## src/rtl/muldiv_pkg.sv

```systemverilog
// Shared encodings and constants for the iterative multiply/divide unit.
package muldiv_pkg;

   localparam int MD_ITER = 32;   // iteration cycles per operation
   localparam int CNT_W   = 6;    // wide enough to hold 0..MD_ITER

   typedef enum logic [1:0] {
      OP_MULT  = 2'b00,
      OP_MULTU = 2'b01,
      OP_DIV   = 2'b10,
      OP_DIVU  = 2'b11
   } md_op_e;

   typedef enum logic [1:0] {
      S_IDLE = 2'b00,
      S_CALC = 2'b01,
      S_FIX  = 2'b10,
      S_DONE = 2'b11
   } md_state_e;

   // Bit 1 of the op selects divide, bit 0 selects unsigned.
   function automatic logic op_is_div(input logic [1:0] o);
      return o[1];
   endfunction

   function automatic logic op_is_signed(input logic [1:0] o);
      return ~o[0];
   endfunction

endpackage

```

## src/rtl/muldiv_step.sv

```systemverilog
// One combinational iteration: shift-add multiply or restoring divide.
// Multiply: {acc_hi,acc_lo} shifts right, acc_lo holds the unconsumed
// multiplier bits. Divide: acc_hi is the partial remainder, acc_lo shifts
// out dividend bits from the top and takes quotient bits in at the bottom.
module muldiv_step
   import muldiv_pkg::*;
(
   input  logic        is_div,
   input  logic [31:0] acc_hi,
   input  logic [31:0] acc_lo,
   input  logic [31:0] opnd,
   output logic [31:0] nxt_hi,
   output logic [31:0] nxt_lo
);

   logic [32:0] sum;
   logic [32:0] shl;
   logic [31:0] diff;

   // Remainder is always below the divisor, so the trial difference fits
   // in 32 bits whenever the subtraction is accepted.
   always_comb begin
      sum    = {1'b0, acc_hi} + (acc_lo[0] ? {1'b0, opnd} : 33'd0);
      shl    = {acc_hi, acc_lo[31]};
      diff   = shl[31:0] - opnd;
      nxt_hi = sum[32:1];
      nxt_lo = {sum[0], acc_lo[31:1]};
      if (is_div) begin
         if (shl >= {1'b0, opnd}) begin
            nxt_hi = diff;
            nxt_lo = {acc_lo[30:0], 1'b1};
         end else begin
            nxt_hi = shl[31:0];
            nxt_lo = {acc_lo[30:0], 1'b0};
         end
      end
   end

endmodule

```

## src/rtl/muldiv_ctrl.sv

```systemverilog
// Multi-cycle MULT/MULTU/DIV/DIVU unit with HI/LO registers and stall output.
// Sequence: IDLE(T0 latch) -> CALC(T1..T32) -> FIX(T33 write hi/lo) -> DONE(T34).
module muldiv_ctrl
   import muldiv_pkg::*;
#(
   parameter int ITER = MD_ITER
) (
   input  logic        clk,
   input  logic        rst_n,
   input  logic        start,
   input  logic [1:0]  op,
   input  logic [31:0] src_a,
   input  logic [31:0] src_b,
   input  logic        mthi_we,
   input  logic        mtlo_we,
   input  logic [31:0] mt_wdata,
   output logic        ALUStall,
   output logic [31:0] hi,
   output logic [31:0] lo
);

   md_state_e        state_q, state_d;
   md_op_e           op_q, op_d;
   logic [CNT_W-1:0] cnt_q, cnt_d;
   logic             neg_q, neg_d;      // negate product / quotient
   logic             sa_q, sa_d;        // dividend was negative
   logic [31:0]      acc_hi_q, acc_hi_d;
   logic [31:0]      acc_lo_q, acc_lo_d;
   logic [31:0]      opnd_q, opnd_d;    // multiplicand or divisor magnitude
   logic [31:0]      hi_q, hi_d;
   logic [31:0]      lo_q, lo_d;

   logic [31:0]      step_hi, step_lo;
   logic             a_neg, b_neg;
   logic [31:0]      a_mag, b_mag;
   logic [63:0]      prod;

   muldiv_step u_step (
      .is_div (op_is_div(op_q)),
      .acc_hi (acc_hi_q),
      .acc_lo (acc_lo_q),
      .opnd   (opnd_q),
      .nxt_hi (step_hi),
      .nxt_lo (step_lo)
   );

   // Stall covers the accepting IDLE cycle plus CALC and FIX; DONE releases.
   assign ALUStall = ((state_q == S_IDLE) & start) | (state_q == S_CALC) | (state_q == S_FIX);
   assign hi       = hi_q;
   assign lo       = lo_q;

   // Next-state, datapath and HI/LO update.
   always_comb begin
      state_d  = state_q;
      op_d     = op_q;
      cnt_d    = cnt_q;
      neg_d    = neg_q;
      sa_d     = sa_q;
      acc_hi_d = acc_hi_q;
      acc_lo_d = acc_lo_q;
      opnd_d   = opnd_q;
      hi_d     = hi_q;
      lo_d     = lo_q;
      prod     = {acc_hi_q, acc_lo_q};

      a_neg = op_is_signed(op) & src_a[31];
      b_neg = op_is_signed(op) & src_b[31];
      a_mag = a_neg ? -src_a : src_a;
      b_mag = b_neg ? -src_b : src_b;

      case (state_q)
         S_IDLE, S_DONE: begin
            // MT writes land here; an op started this cycle overwrites in FIX.
            if (mthi_we) hi_d = mt_wdata;
            if (mtlo_we) lo_d = mt_wdata;
            if (state_q == S_DONE) begin
               state_d = S_IDLE;
            end else if (start) begin
               op_d     = md_op_e'(op);
               cnt_d    = '0;
               neg_d    = a_neg ^ b_neg;
               sa_d     = a_neg;
               acc_hi_d = '0;
               acc_lo_d = op_is_div(op) ? a_mag : b_mag;
               opnd_d   = op_is_div(op) ? b_mag : a_mag;
               state_d  = S_CALC;
            end
         end
         S_CALC: begin
            acc_hi_d = step_hi;
            acc_lo_d = step_lo;
            cnt_d    = cnt_q + CNT_W'(1);
            if (cnt_q == CNT_W'(ITER - 1)) state_d = S_FIX;
         end
         S_FIX: begin
            if (op_is_div(op_q)) begin
               // Divide by zero leaves quotient all-ones and the dividend
               // magnitude as remainder; restoring its sign gives raw src_a.
               lo_d = (neg_q && opnd_q != 32'd0) ? -acc_lo_q : acc_lo_q;
               hi_d = sa_q ? -acc_hi_q : acc_hi_q;
            end else begin
               if (neg_q) prod = -prod;
               hi_d = prod[63:32];
               lo_d = prod[31:0];
            end
            state_d = S_DONE;
         end
         default: state_d = S_IDLE;
      endcase
   end

   // State and datapath registers; reset aborts any op without touching hi/lo later.
   always_ff @(posedge clk or negedge rst_n) begin
      if (!rst_n) begin
         state_q  <= S_IDLE;
         op_q     <= OP_MULT;
         cnt_q    <= '0;
         neg_q    <= 1'b0;
         sa_q     <= 1'b0;
         acc_hi_q <= '0;
         acc_lo_q <= '0;
         opnd_q   <= '0;
         hi_q     <= '0;
         lo_q     <= '0;
      end else begin
         state_q  <= state_d;
         op_q     <= op_d;
         cnt_q    <= cnt_d;
         neg_q    <= neg_d;
         sa_q     <= sa_d;
         acc_hi_q <= acc_hi_d;
         acc_lo_q <= acc_lo_d;
         opnd_q   <= opnd_d;
         hi_q     <= hi_d;
         lo_q     <= lo_d;
      end
   end

endmodule

```

## config.mk

```make
export PLATFORM = sky130hd
export DESIGN_NAME = muldiv_ctrl
export DESIGN_NICKNAME = d
export VERILOG_FILES = /design/src/rtl/muldiv_pkg.sv /design/src/rtl/muldiv_step.sv /design/src/rtl/muldiv_ctrl.sv
export SDC_FILE = /design/constraint.sdc
export NUM_CORES = 1
export LEC_CHECK = 0
export CAP_MARGIN = 10
export CORE_ASPECT_RATIO = 0.75
export CORE_MARGIN = 3
export CORE_UTILIZATION = 34
export DETAILED_ROUTE_END_ITERATION = 12
export GPL_TIMING_DRIVEN = 1
export PLACE_DENSITY = 0.58
export SYNTH_ARGS = -nofsm -noshare
export SYNTH_HDL_FRONTEND = slang
export SYNTH_SLANG_ARGS = --single-unit
```

## constraint.sdc

```tcl
create_clock -name clk -period 3.6 [get_ports clk]
set_input_delay 1.08 -clock clk [delete_from_list [all_inputs] [get_ports clk]]
set_output_delay 1.08 -clock clk [all_outputs]
set_load 0.01 [all_outputs]
```

==> run metrics <==
syn_area_per_cell=7.67 um^2; full die area=47,100 um^2; async set or reset register ratio after synthesis=100%; Synth Cell Area=15,100 um^2; Antenna Nets Post-Route=0; die height=189 um; power per cell area=1110 nW/um^2; most frequent cells in the layout=213 x o21ai_0, 206 x nand2_1, 197 x a21oi_1, 192 x buf_4, 179 x nor2_1; CTS Sinks=171; Total Routing Usage GR=25.3%; number of cells after detailed placement=2,793; RSZ-0062 raised after global routing=no; DR iter-0 viols=1,743; worst path cell trace=inv_1 > ha_2 > and3_1 > nand4_1 > a21oi_1 > o21bai_1 > a211oi_2 > buf_4 > o21ai_2 > a211oi_2 > nor2_1 > buf_12 > buf_4 > a211oi_1 > o21ai_0; CP Class=reg -> reg; Post-synth EDFFs=0; RD Place Congestion=0.985; min Tclk post-route=3.51 ns; H-Tree Depth=4; worst-skew pair later-pin latency=0.46 ns; vias per cell=5.70; max_cap viols=0; Area growth syn-to-layout=28.8%; Slew @ Worst Pin=1.16 ns; core box area=43,600 um^2; Arr. time, crit path=3.84 ns; Final WS setup=0.0892 ns; Final Cycle Share=97.5%; fmax=285 MHz; maximum number of pins on one net before global-route repair=86; worst vdd ir=610 uV; hold buffer count at cts=0; DR pass1 iterations=5; Avg WL per Cell=21.6 um; clock-pin slew on the worst setup and hold paths=0.08 ns; first-pass GRT wire length=92,500 um; status=finished, final reports clean; post-synthesis sequential area ratio=28.3%; DRC=0; worst slack at placement=-0.347 ns; post-synth net total=2,148; flops & latches, synth=171; HPWL after DPL=48,500 um; vias post-DR=16,100; Critical Path Sink Type=flip-flop; grt total ovfl=0; Root Buffer=clkbuf_16; antenna violations before repair=0; Clock Tree Buf Depth=2; NumNets Final=2,416; Final Non-Filler Cells=2,829; layout cells sized above 1=14.0%; Chip Width=249 um; fillers=4,382; top-area cell type share of the netlist area=28.3%; Post-Synthesis Cells=1,970; Clock Skew=0.0145 ns; Crit path max-delay family=compound AO/OA/AOI/OAI gates; slew margin rel.=22.7%; CP max stage delay=0.44 ns; Num CTS Buffers=17; Synth area leaders=dfrtp_1 28%, o21ai_0 7.1%, a21oi_1 6.6%; commonest non-fill, non-tap cell in the layout=o21ai_0; number of I/O port buffers=167; Ports=168; vias in the first global route=15,000; count of final setup violators=0; Initial Util=34.7%; worst path bufs/invs=4; Synth area leader=dfrtp_1; Yosys warning count=0; crit start category=flip-flop; Post-Route WL=61,200 um; Min-Delay Path Class=reg -> reg; fin. max-slew vios=0; leak pwr=0.00831 uW; Antenna Cells=0; Synth cell types=81; Most used DFF post-synth=dfrtp_1; TritonCTS clock tree=done; row count=66; Max FO, Critical Path=11; slowest CP cell=dfrtp_1; Final Hold Fails=0; Worst EP required=3.93 ns
## worst reg2reg max path, stage by stage (launching register included)
cell	delay, ns
dfrtp_1	0.44
inv_1	0.18
ha_2	0.43
and3_1	0.21
nand4_1	0.11
a21oi_1	0.23
o21bai_1	0.14
a211oi_2	0.19
buf_4	0.16
o21ai_2	0.10
a211oi_2	0.26
nor2_1	0.10
buf_12	0.17
buf_4	0.17
a211oi_1	0.37
o21ai_0	0.14
## state kept, by name, indices dropped and copies added (netlist names)
name / cells
acc_hi_q: 32
acc_lo_q: 32
cnt_q: 6
hi: 32
lo: 32
neg_q: 1
op_q: 1
opnd_q: 32
sa_q: 1
state_q: 2
## cells by family (layout without fill, tap and decap cells)
group,count (synthesis),count (layout),synth area share (%)
multiplexers,52,52,3.64
adder cells (fa/ha/maj),75,75,6.31
AO/OA/AOI/OAI,665,665,26.8
XOR/XNOR,171,171,9.91
AND/OR/NAND/NOR,642,642,20.1
flip-flops,171,171,28.3
buffers and inverters,194,475,4.92
## metal layers
metal | vias to the layer above | track usage, % | wire (um)
met4 | 0 | 4.55 | 815
met5 | - | 0 | 0
met1 | 7776 | 38.2 | 29400
met3 | 53 | 7.04 | 6170
li1 | 7610 | - | -
met2 | 674 | 35.9 | 24800
## Yosys cell counts (13+ instances only)
master,instances
a211oi_1,34
a21o_1,31
a21oi_1,199
a31oi_1,20
and3_1,16
buf_1,17
clkbuf_1,97
dfrtp_1,171
ha_1,73
inv_1,74
mux2_2,24
mux2i_1,28
nand2_1,207
nand2b_1,13
nand3_1,43
nand4_1,16
nor2_1,181
nor2b_1,23
nor3_1,46
nor3b_1,13
nor4_1,25
o211ai_1,21
o21a_1,19
o21ai_0,214
o31ai_1,16
or3_1,17
xnor2_1,102
xor2_1,69
## repair_timing
action,4_1_cts,5_1_grt
gates resized for setup,3,25
endpoints found under the setup margin,5,28
pin swaps,1,8
setup buffers,0,4
## power breakdown
part           internal (uW)  switching [uW]  total, uW
combinational           6370            9190      15600
clock                   1190             913       2100
sequential              2900            1050       3950
total                  10500           11200      21600
## path summary, 6_finish.rpt
path                                       start                       to  slack, ns  depth (start not counted)
max                        opnd_q[8]$_DFFE_PN0P_  acc_hi_q[6]$_DFFE_PN0P_       0.09                         15
min                            lo[5]$_DFFE_PN0P_        lo[5]$_DFFE_PN0P_       0.48                          1
max reg2reg                opnd_q[8]$_DFFE_PN0P_  acc_hi_q[6]$_DFFE_PN0P_       0.09                         15
min reg2reg                    lo[5]$_DFFE_PN0P_        lo[5]$_DFFE_PN0P_       0.48                          1
max in group asynchronous                  rst_n       lo[20]$_DFFE_PN0P_       2.17                          2
min in group asynchronous                  rst_n  acc_hi_q[8]$_DFFE_PN0P_       0.60                          1
## final cells by class
| cell class | instances | area, um^2 | share of cell area (%) |
|---|---|---|---|
| tap | 578 | 723 | 3.71 |
| sequential | 171 | 4280 | 22.0 |
| timing repair buffer | 369 | 3300 | 17.0 |
| inverter | 74 | 280 | 1.44 |
| clock buffer | 17 | 425 | 2.18 |
| multi-input combinational | 1605 | 10200 | 52.6 |
| clock inverter | 15 | 228 | 1.17 |
## stage by stage
step	util (%)	power (uW)	TNS [ns]	hold WS (ns)	instance area (um^2)
2_1_floorplan	-	13100	0	0.450	15100
3_3_place_gp	42.9	18800	-6.05	0.462	18700
3_5_place_dp	42.9	18900	-7.40	0.465	18700
4_1_cts	44.4	21100	0	0.482	19300
5_1_grt	44.7	23200	0	0.512	19500
6_report	44.7	21600	0	0.480	19500
(Power assumes the default switching activity.)
